$ cat config.mk
export PLATFORM = sky130hd
export DESIGN_NAME = mio_bus_responder
export DESIGN_NICKNAME = d
export VERILOG_FILES = /design/src/rtl/mio_pkg.sv /design/src/rtl/mio_counter.sv /design/src/rtl/mio_bus_responder.sv
export SDC_FILE = /design/constraint.sdc
export NUM_CORES = 1
export LEC_CHECK = 0
export CORE_AREA = 5 5 133 135
export DETAILED_ROUTE_END_ITERATION = 16
export DIE_AREA = 0 0 138 140
export PLACE_DENSITY = 0.66
export SYNTH_ARGS = -nofsm -noshare
export SYNTH_HDL_FRONTEND = slang
export SYNTH_SLANG_ARGS = --single-unit
export TNS_END_PERCENT = 5
$ cat constraint.sdc
create_clock -name clk -period 2.1 [get_ports clk]
set_input_delay 0.525 -clock clk [delete_from_list [all_inputs] [get_ports clk]]
set_output_delay 0.525 -clock clk [all_outputs]
set_load 0.02 [all_outputs]
$ cat src/rtl/mio_pkg.sv
// ============================================================================
// mio_pkg
//   Shared definitions for the MIO bus responder:
//     - FSM state encoding (IDLE, RAM_WAIT, IO_ACC, DONE)
//     - IO register offsets inside the IO page
//     - address-decode compare masks and the decode helper
// ============================================================================
package mio_pkg;

    // FSM state encoding
    localparam logic [1:0] ST_IDLE     = 2'd0;
    localparam logic [1:0] ST_RAM_WAIT = 2'd1;
    localparam logic [1:0] ST_IO_ACC   = 2'd2;
    localparam logic [1:0] ST_DONE     = 2'd3;

    // Register offsets within the IO page
    localparam logic [31:0] IO_SW_LED_OFS = 32'h0000_0000;
    localparam logic [31:0] IO_CNT_OFS    = 32'h0000_0004;

    // The IO page is 8 bytes: the page mask matches the page, the register
    // mask picks one of the two word registers (byte bits are ignored).
    localparam logic [31:0] IO_PAGE_MASK = 32'hFFFF_FFF8;
    localparam logic [31:0] IO_REG_MASK  = 32'h0000_0004;

    // Access target resolved at request time
    typedef enum logic [1:0] {
        TGT_RAM    = 2'd0,
        TGT_SW_LED = 2'd1,
        TGT_CNT    = 2'd2,
        TGT_NONE   = 2'd3
    } target_e;

    // Resolve a byte address to its target. The IO page is checked first so
    // an IO_BASE placed inside the RAM window still reaches the peripherals.
    function automatic target_e addr_decode(input logic [31:0] addr,
                                            input logic [31:0] io_base,
                                            input int          ram_aw);
        target_e tgt;
        if ((addr & IO_PAGE_MASK) == (io_base & IO_PAGE_MASK)) begin
            if ((addr & IO_REG_MASK) == IO_CNT_OFS) begin
                tgt = TGT_CNT;
            end else if ((addr & IO_REG_MASK) == IO_SW_LED_OFS) begin
                tgt = TGT_SW_LED;
            end else begin
                tgt = TGT_NONE;
            end
        end else if ((addr >> (ram_aw + 2)) == 32'd0) begin
            tgt = TGT_RAM;
        end else begin
            tgt = TGT_NONE;
        end
        return tgt;
    endfunction

endpackage

$ cat src/rtl/mio_counter.sv
// ============================================================================
// mio_counter
//   Free-running 32-bit counter, +1 per clock, wrapping at 2^32. A load
//   replaces the increment for that cycle.
// Ports
//   clk       in   1   system clock
//   reset     in   1   synchronous active-high reset (count -> 0)
//   load      in   1   load enable
//   load_val  in   32  value loaded when load is high
//   count     out  32  current counter value
// ============================================================================
module mio_counter (
    input  logic        clk,
    input  logic        reset,
    input  logic        load,
    input  logic [31:0] load_val,
    output logic [31:0] count
);

    // Counter register: reset, load override, else increment (wraps naturally)
    always_ff @(posedge clk) begin
        if (reset) begin
            count <= 32'd0;
        end else if (load) begin
            count <= load_val;
        end else begin
            count <= count + 32'd1;
        end
    end

endmodule

$ cat src/rtl/mio_bus_responder.sv
// ============================================================================
// mio_bus_responder
//   Slave side of the CPU MIO handshake. A request (CPU_MIO & (MemRead |
//   MemWrite)) is sampled in IDLE, serviced from block RAM (RAM_WAIT) or the
//   on-chip IO page (IO_ACC), and answered with a one-cycle MIO_ready pulse.
//   IO page at IO_BASE: +0 switches (read) / LEDs (write),
//                       +4 counter (read) / counter reload (write).
//   Unmapped accesses still complete; reads return 0, writes are dropped.
//
//   Build option: define MIO_BUS_ERR_EN to make bus_err a sticky flag set on
//   completion of an unmapped access (cleared only by reset). Without it
//   bus_err is tied low.
//
// Ports
//   clk        in   1       system clock
//   reset      in   1       synchronous active-high reset
//   CPU_MIO    in   1       CPU owns the bus
//   MemRead    in   1       read request
//   MemWrite   in   1       write request (wins over MemRead)
//   Addr_in    in   32      byte address, bits [1:0] ignored
//   Data_in    in   32      write data
//   Data_out   out  32      read data, held until the next read completes
//   MIO_ready  out  1       one-cycle completion pulse
//   ram_addr   out  RAM_AW  RAM word address
//   ram_din    out  32      RAM write data
//   ram_we     out  1       RAM write strobe
//   ram_dout   in   32      RAM read data
//   sw_in      in   16      switches
//   led_out    out  16      LED register
//   bus_err    out  1       sticky unmapped-access flag
// ============================================================================
module mio_bus_responder
    import mio_pkg::*;
#(
    parameter int          RAM_LAT = 2,
    parameter int          RAM_AW  = 10,
    parameter logic [31:0] IO_BASE = 32'hF000_0000
) (
    input  logic              clk,
    input  logic              reset,
    input  logic              CPU_MIO,
    input  logic              MemRead,
    input  logic              MemWrite,
    input  logic [31:0]       Addr_in,
    input  logic [31:0]       Data_in,
    output logic [31:0]       Data_out,
    output logic              MIO_ready,
    output logic [RAM_AW-1:0] ram_addr,
    output logic [31:0]       ram_din,
    output logic              ram_we,
    input  logic [31:0]       ram_dout,
    input  logic [15:0]       sw_in,
    output logic [15:0]       led_out,
    output logic              bus_err
);

    localparam logic [3:0] WCNT_INIT = 4'(RAM_LAT - 1);

    logic [1:0]  state;
    logic [1:0]  state_nx;
    logic [3:0]  wcnt;
    logic [3:0]  wcnt_nx;
    target_e     target;
    target_e     req_target;
    logic        is_write;
    logic        is_write_nx;
    logic        req;
    logic        ram_we_nx;
    logic        cnt_load;
    logic [31:0] count;

    assign req        = CPU_MIO & (MemRead | MemWrite);
    assign req_target = addr_decode(Addr_in, IO_BASE, RAM_AW);

    // Next-state and wait-counter logic
    always_comb begin
        state_nx = state;
        wcnt_nx  = wcnt;
        case (state)
            ST_IDLE: begin
                if (req) begin
                    if (req_target == TGT_RAM) begin
                        state_nx = ST_RAM_WAIT;
                        wcnt_nx  = WCNT_INIT;
                    end else begin
                        state_nx = ST_IO_ACC;
                    end
                end else begin
                    state_nx = ST_IDLE;
                end
            end
            ST_RAM_WAIT: begin
                if (wcnt == 4'd0) begin
                    state_nx = ST_DONE;
                end else begin
                    wcnt_nx = wcnt - 4'd1;
                end
            end
            ST_IO_ACC: state_nx = ST_DONE;
            ST_DONE:   state_nx = ST_IDLE;
            default:   state_nx = ST_IDLE;
        endcase
    end

    // Direction of the access in the next cycle: captured once in IDLE,
    // then held so a CPU changing MemRead/MemWrite mid-access has no effect.
    always_comb begin
        if (state == ST_IDLE) begin
            is_write_nx = MemWrite;
        end else begin
            is_write_nx = is_write;
        end
    end

    // Write strobe is registered: it lands exactly in the wcnt==0 cycle
    assign ram_we_nx = (state_nx == ST_RAM_WAIT) && (wcnt_nx == 4'd0) && is_write_nx;

    // Counter reload happens on the single IO_ACC cycle of a counter write
    assign cnt_load = (state == ST_IO_ACC) && is_write && (target == TGT_CNT);

    mio_counter u_counter (
        .clk      (clk),
        .reset    (reset),
        .load     (cnt_load),
        .load_val (ram_din),
        .count    (count)
    );

    // FSM, request latches, read data and LED register
    always_ff @(posedge clk) begin
        if (reset) begin
            state     <= ST_IDLE;
            wcnt      <= 4'd0;
            target    <= TGT_NONE;
            is_write  <= 1'b0;
            ram_addr  <= '0;
            ram_din   <= 32'd0;
            ram_we    <= 1'b0;
            Data_out  <= 32'd0;
            MIO_ready <= 1'b0;
            led_out   <= 16'd0;
        end else begin
            state     <= state_nx;
            wcnt      <= wcnt_nx;
            is_write  <= is_write_nx;
            ram_we    <= ram_we_nx;
            // Ready follows the DONE cycle so it coincides with IDLE
            MIO_ready <= (state == ST_DONE);
            // ram_din doubles as the latched write data for IO writes
            if ((state == ST_IDLE) && req) begin
                target   <= req_target;
                ram_addr <= Addr_in[RAM_AW+1:2];
                ram_din  <= Data_in;
            end
            if ((state == ST_RAM_WAIT) && (wcnt == 4'd0) && !is_write) begin
                Data_out <= ram_dout;
            end
            if (state == ST_IO_ACC) begin
                case (target)
                    TGT_SW_LED: begin
                        if (is_write) begin
                            led_out <= ram_din[15:0];
                        end else begin
                            Data_out <= {16'd0, sw_in};
                        end
                    end
                    TGT_CNT: begin
                        if (!is_write) begin
                            Data_out <= count;
                        end
                    end
                    TGT_NONE: begin
                        if (!is_write) begin
                            Data_out <= 32'd0;
                        end
                    end
                    default: begin
                    end
                endcase
            end
        end
    end

`ifdef MIO_BUS_ERR_EN
    // Sticky error flag, raised when an unmapped access completes
    always_ff @(posedge clk) begin
        if (reset) begin
            bus_err <= 1'b0;
        end else if ((state == ST_DONE) && (target == TGT_NONE)) begin
            bus_err <= 1'b1;
        end
    end
`else
    assign bus_err = 1'b0;
`endif

endmodule
==> results.sh, run 1 <==
export IMPL_core_um2=16300
export IMPL_switchingPower_mw=1.46
export IMPL_yosys_area_top_type="dfxtp_1"
export IMPL_worstSetupStartpointType="flip-flop"
export IMPL_final_util=0.539
export IMPL_regArea_um2=2660
export IMPL_globalplace_congestion=0.830
export IMPL_clock_skew_ps=6.99
export IMPL_arrival_ps=1510
export IMPL_overflow=0
export IMPL_cts_tree="yes"
export IMPL_combPwrFrac=0.109
export IMPL_ys_top_cells_by_count="nand2_1, dfxtp_1, a21oi_1, nor2_1, clkbuf_1"
export IMPL_power_mw=6.43
export IMPL_synth_seq_cells=133
export IMPL_rsz0062_at_grt="false"
export IMPL_cts_buffers=17
export IMPL_synthToLayoutAreaGrowth_pct=52.0
export IMPL_grt_use_total=0.180
export IMPL_die_y_um=140
export IMPL_synthAdderAreaFrac=0.0129
export IMPL_drive_gt1_frac=0.0733
export IMPL_grt_pass1_wl_mm=28.5
export IMPL_worstReg2RegStart="wcnt[1]"
export IMPL_synth_xor_area_share=0.0453
export IMPL_cp_buffers_inverters=1
export IMPL_p_leak_nw=3.10
export IMPL_drtIter0Drc=237
export IMPL_clkPwrFrac=0.475
export IMPL_slew_viol_final=0
export IMPL_synth_compound_area_frac=0.166
export IMPL_crit_cells=1
export IMPL_rows=47
export IMPL_syn_area_um2=5800
export IMPL_avgSynthCellArea_um2=8.35
export IMPL_power_density_nw_per_um2=729
export IMPL_layoutNonFillerInstCount=1134
export IMPL_antenna_cells=0
export IMPL_grt_met3_usage=0.0467
export IMPL_finalHoldViolations=0
export IMPL_io_buffers=206
export IMPL_dp_cells=1102
export IMPL_critPathMaxFanout=4
export IMPL_synthSimpleGateAreaFrac=0.220
export IMPL_nets=1024
export IMPL_rr_worst_depth=7
export IMPL_post_cts_buffers=0
export IMPL_min_period_ps=2040
export IMPL_r2r_slack_ps=190
export IMPL_clkLatencyLatePin_ps=420
export IMPL_setup_viol=0
export IMPL_synth_cells=695
export IMPL_grt_pass1_vias=5260
export IMPL_synthesis_nets=818
export IMPL_synth_area_leaders="dfxtp_1, nand2_1, a21oi_1"
export IMPL_outcome="finished clean"
export IMPL_vdd_drop_max_v=0.000573
export IMPL_fill_cells=1540
export IMPL_vias=5587
export IMPL_met1_usage=0.244
export IMPL_drt_antenna_violating_nets=0
export IMPL_yosys_area_top_type_share=0.459
export IMPL_cts_max_path_buffers=2
export IMPL_ioPinCount=210
export IMPL_drc=0
export IMPL_synth_top_family_by_area="simple AND/OR/NAND/NOR gates"
export IMPL_cp_startpoint="ram_din[2]"
export IMPL_crit_type="reg2out"
export IMPL_clock_sinks=133
export IMPL_netSwitchingFraction=0.227
export IMPL_synth_mux_area_frac=0.0587
export IMPL_synth_async_reset_ratio=0
export IMPL_cts_root_buf="clkbuf_16"
export IMPL_synthFlopType="dfxtp_1"
export IMPL_drv_cap=0
export IMPL_rr_endpoint="Data_out[6]"
export IMPL_first_pass_iters=5
export IMPL_multiInputGateArea_um2=2930
export IMPL_dieArea_um2=19300
export IMPL_grt_max_degree=67
export IMPL_worstSetupEndpointType="output pin"
export IMPL_p_int_mw=4.97
export IMPL_yosys_cell_count_top_type="nand2_1"
export IMPL_clkSlewWorstSetupHoldPaths_ps=60
export IMPL_crit_path_max_incr_delay_ps=650
export IMPL_cp_slowest_cell="clkdlybuf4s50_1"
export IMPL_routedWlPerCell_um=15.9
export IMPL_crit_chain="clkdlybuf4s50_1"
export IMPL_viasPerCell=4.93
export IMPL_grt_busiest_layer="met2"
export IMPL_initial_utilization=0.355
export IMPL_htree_levels=4
export IMPL_synth_distinct_cells=42
export IMPL_yosysSeqAreaShare=0.459
export IMPL_worstPathRequired_ps=1570
export IMPL_ys_warnings_count=0
export IMPL_ctsHoldBuffers=0
export IMPL_grtUsageMet2=0.277
export IMPL_cp_endpoint="ram_din[2]"
export IMPL_hpwl_mm=13.2
export IMPL_synth_edf_count=0
export IMPL_fmax_mhz=490
export IMPL_seqPwrFrac=0.416
export IMPL_wl_mm=18.0
export IMPL_period_share=0.971
export IMPL_fp_dieW_um=138
export IMPL_hold_class="reg2reg"
export IMPL_antenna_found_initial=0
export IMPL_crit_family="buffers and inverters"
==> cell type report <==
class / count / share of cell area
repair buffers: 233 / 0.261
flip-flops and latches: 133 / 0.302
clock inverters: 8 / 0.0138
well taps: 220 / 0.0312
clock buffers: 24 / 0.0558
multi-input cells: 506 / 0.332
inverters: 10 / 0.00426
==> worst reg2reg max path, stage by stage (launching register included) <==
cell and delay, ps:
dfxtp_1 350, inv_1 80, ha_1 250, nor3b_2 220, and3_2 260, buf_12 240, mux2i_1 290, o22ai_1 110
==> sequential cells by signal, summed over array words and instances (netlist names) <==
signal,cells
led_out,16
target,2
wcnt,4
MIO_ready,1
is_write,1
ram_we,1
u_counter.count,32
ram_addr,10
state,2
Data_out,32
ram_din,32
==> metrics by stage <==
stage / TNS, ps / instance area, um2 / hold WS (ps) / setup WS, ps
final: 0 / 8820 / 452 / 60.6
after global routing: 0 / 8820 / 469 / 21.5
after CTS: 0 / 8810 / 454 / 56.4
after detailed placement: -17.9 / 8200 / 446 / -17.9
after global placement: 0 / 8200 / 442 / 65.8
after floorplan: 0 / 5800 / 446 / 239
==> metal layers <==
| metal | up-vias | routed length (um) |
|---|---|---|
| met5 | - | 0 |
| met2 | 175 | 8090 |
| met1 | 2555 | 8540 |
| met3 | 24 | 997 |
| li1 | 2833 | - |
| met4 | 0 | 348 |
==> cells by family (layout without fill, tap and decap cells) <==
group	after synthesis	count (layout)
AND/OR/NAND/NOR	275	275
AO/OA/AOI/OAI	160	160
flip-flops	133	133
buffers and inverters	56	275
multiplexers	34	34
XOR/XNOR	30	30
adder cells (fa/ha/maj)	6	6
other	1	1
==> repair_timing <==
item / in CTS / in global routing
endpoints found under the hold margin: 0 / 0
gates resized for setup: 0 / 1
setup endpoints to repair: 0 / 9
==> power groups by stage <==
stage	combinational (mW)	sequential [mW]	clock, mW
after floorplan	0.216	2.78	0
after global placement	0.703	2.73	0
after detailed placement	0.707	2.73	0
after CTS	0.710	2.67	3.12
after global routing	0.759	2.68	3.24
final	0.704	2.67	3.05
==> how the worst min path moves through the flow <==
stage	startpoint	end	slack [ps]	depth (start not counted)
6_report	led_out[10]	led_out[10]	450	2
5_1_grt	ram_addr[1]	ram_addr[1]	470	2
4_1_cts	led_out[12]	led_out[12]	450	2
3_5_place_dp	ram_addr[1]	ram_addr[1]	450	2
3_3_place_gp	ram_addr[2]	ram_addr[2]	440	2
2_1_floorplan	u_counter.count[16]	Data_out[16]	450	2
==> cells in the final DEF (no fill, tap or decap), types with 2 or more instances in the layout <==
master	synthesis	routed
o21ai_1	3	3
a31oi_1	3	3
and3_1	6	5
buf_4	2	25
buf_12	0	3
mux2i_1	34	34
clkdlybuf4s50_1	0	205
inv_1	10	10
clkbuf_8	0	4
a21oi_1	69	69
or2_2	2	2
ha_1	6	6
dfxtp_1	133	133
nor2b_1	6	6
o21ai_0	18	18
a211oi_1	30	30
o22ai_1	16	16
nand2b_1	7	7
bufinv_16	0	3
nor2_1	47	47
clkbuf_16	0	17
nor4_1	8	8
clkbuf_1	40	3
nor3_1	6	6
nor4_4	2	2
nand3_1	18	17
nand4_1	11	11
a22oi_1	16	16
and4_1	2	2
xnor2_1	8	8
xor2_1	22	22
nand2_1	150	150
nand4b_1	2	2
clkinv_2	0	3
and2_1	2	2
(Power assumes the default switching activity.)
==> run 2, diff against run 1 <==
DONT_BUFFER_PORTS = 1   (was not set)
PLACE_DENSITY = 0.61   (was 0.66)
==> run 2 against run 1 <==
  * Total power down 6.4%
  * Via count down 15%
  * Critical path depth up 6
  * Combinational power down 66%
  * Largest cell class unchanged
  * Count of clock-buffer cells in the layout unchanged
  * Die area unchanged
  * Largest power group unchanged
  * First-iteration DRC count up 55%
  * Critical endpoint is now Data_out[31]
  * Sequential power up 3%
==> results.sh, run 2 (same netlist as run 1, synthesis figures left out) <==
export IMPL_outcome="finished clean"
export IMPL_hold_class="in2reg"
export IMPL_pre_cts_ws_ps=213
export IMPL_rsz0062_at_grt="false"
export IMPL_tightest_slew_ps=509
export IMPL_fmax_mhz=526
export IMPL_fill_cells=1711
export IMPL_placed_cell_area_um2=6100
export IMPL_die_y_um=140
export IMPL_core_um2=16300
export IMPL_final_cell_area_um2=6690
export IMPL_htree_levels=4
export IMPL_antenna_cells=0
export IMPL_initial_utilization=0.355
export IMPL_grt_pass1_vias=4481
export IMPL_p_leak_nw=2.28
export IMPL_clock_sinks=133
export IMPL_synthToLayoutAreaGrowth_pct=15.2
export IMPL_drv_cap=0
export IMPL_ioPinCount=210
export IMPL_min_period_ps=1900
export IMPL_layout_commonest_cell="nand2_1"
export IMPL_fp_dieW_um=138
export IMPL_finalHoldViolations=0
export IMPL_tns_ps=0
export IMPL_worstSetupStartpointType="flip-flop"
export IMPL_overflow=0
export IMPL_wl_mm=16.6
export IMPL_worstSetupEndpointType="flip-flop"
export IMPL_power_density_nw_per_um2=901
export IMPL_relSlewSlack=0.657
export IMPL_slew_viol_final=0
export IMPL_drive_gt1_frac=0.0745
export IMPL_cts_max_path_buffers=2
export IMPL_post_cts_buffers=0
export IMPL_cts_root_buf="clkbuf_16"
export IMPL_ctsHoldBuffers=0
export IMPL_clkLatencyLatePin_ps=420
export IMPL_hpwl_mm=11.9
export IMPL_globalplace_congestion=0.791
export IMPL_grt_pass1_wl_mm=25.7
export IMPL_ctsResizeCount=0
export IMPL_grt_use_total=0.166
export IMPL_dieArea_um2=19300
export IMPL_critPathMaxFanout=32
export IMPL_worstPathRequired_ps=2420
export IMPL_cts_tree="yes"
export IMPL_nets=811
export IMPL_vdd_drop_max_v=0.000523
export IMPL_top_regs="Data_out x32, ram_din x32, u_counter.count x32"
export IMPL_rows=47
export IMPL_period_share=0.906
export IMPL_drt_antenna_violating_nets=0
export IMPL_routedWlPerCell_um=18.1
export IMPL_clkSlewWorstSetupHoldPaths_ps=50
export IMPL_arrival_ps=2220
export IMPL_setup_ws_ps=198
export IMPL_grt_max_degree=123
export IMPL_antenna_found_initial=1
export IMPL_viasPerCell=5.20
export IMPL_first_pass_iters=4
export IMPL_cts_buffers=17
export IMPL_drc=0
export IMPL_drtIter0Drc=368
export IMPL_io_buffers=0
export IMPL_setup_viol=0
export IMPL_final_cell_mix="nand2_1, dfxtp_1, a21oi_1"
export IMPL_clock_skew_ps=11.6
export IMPL_vias=4770
export IMPL_crit_type="reg2reg"
-- run 2: cell types whose count changed in the layout (fill, tap and decap cells not counted), sizes merged --
cell | previous run | this run
buf | 28 | 20
clkdlybuf4s50 | 205 | 0
clkinv | 4 | 1
bufinv | 3 | 4
clkinvlp | 1 | 0
-- run 2: area by class of cell --
cell class,count,area (um2),share of cell area
clock buffers,24,462,0.0691
clock inverters,5,125,0.0187
inverters,10,37.5,0.00561
multi-input cells,506,2920,0.437
flip-flops and latches,133,2660,0.398
well taps,220,275,0.0412
repair buffers,20,200,0.0299
-- run 2: critical path: stages (launching register included) --
cell and delay (ps):
dfxtp_1 350, inv_1 70, ha_1 140, nor3b_1 350, and3_2 270, buf_12 230, mux2i_1 110, a221oi_1 280
-- run 2: per-stage QoR --
stage                     power, mW  hold slack (ps)  std cells  utilization
after CTS                      6.10              163        918        0.409
after detailed placement       3.06              476        889        0.373
after global placement         3.06              474        889        0.373
after floorplan                2.99              446        695            -
final                          6.02              187        918        0.409
after global routing           6.26              153        918        0.409
-- run 2: layer usage --
layer	vias to the layer above	track usage	share of wire
met5	-	0	0.0012
met2	176	0.249	0.45
met3	19	0.0583	0.076
li1	2399	-	-
met1	2174	0.222	0.46
met4	2	0.0556	0.013
-- run 2: where the power goes --
part | switching [mW] | leakage [nW] | internal [mW]
sequential | 0.162 | 1.08 | 2.60
combinational | 0.143 | 0.921 | 0.0991
clock | 1.02 | 0.284 | 2.00
total | 1.32 | 2.28 | 4.70
-- run 2: final timing paths --
| check | from | endpoint | slack, ps | depth (start not counted) |
|---|---|---|---|---|
| max reg2reg | wcnt[1] | Data_out[31] | 200 | 7 |
| min | reset | ram_din[15] | 190 | 1 |
| min reg2reg | u_counter.count[26] | Data_out[26] | 490 | 2 |
| max | wcnt[1] | Data_out[31] | 200 | 7 |
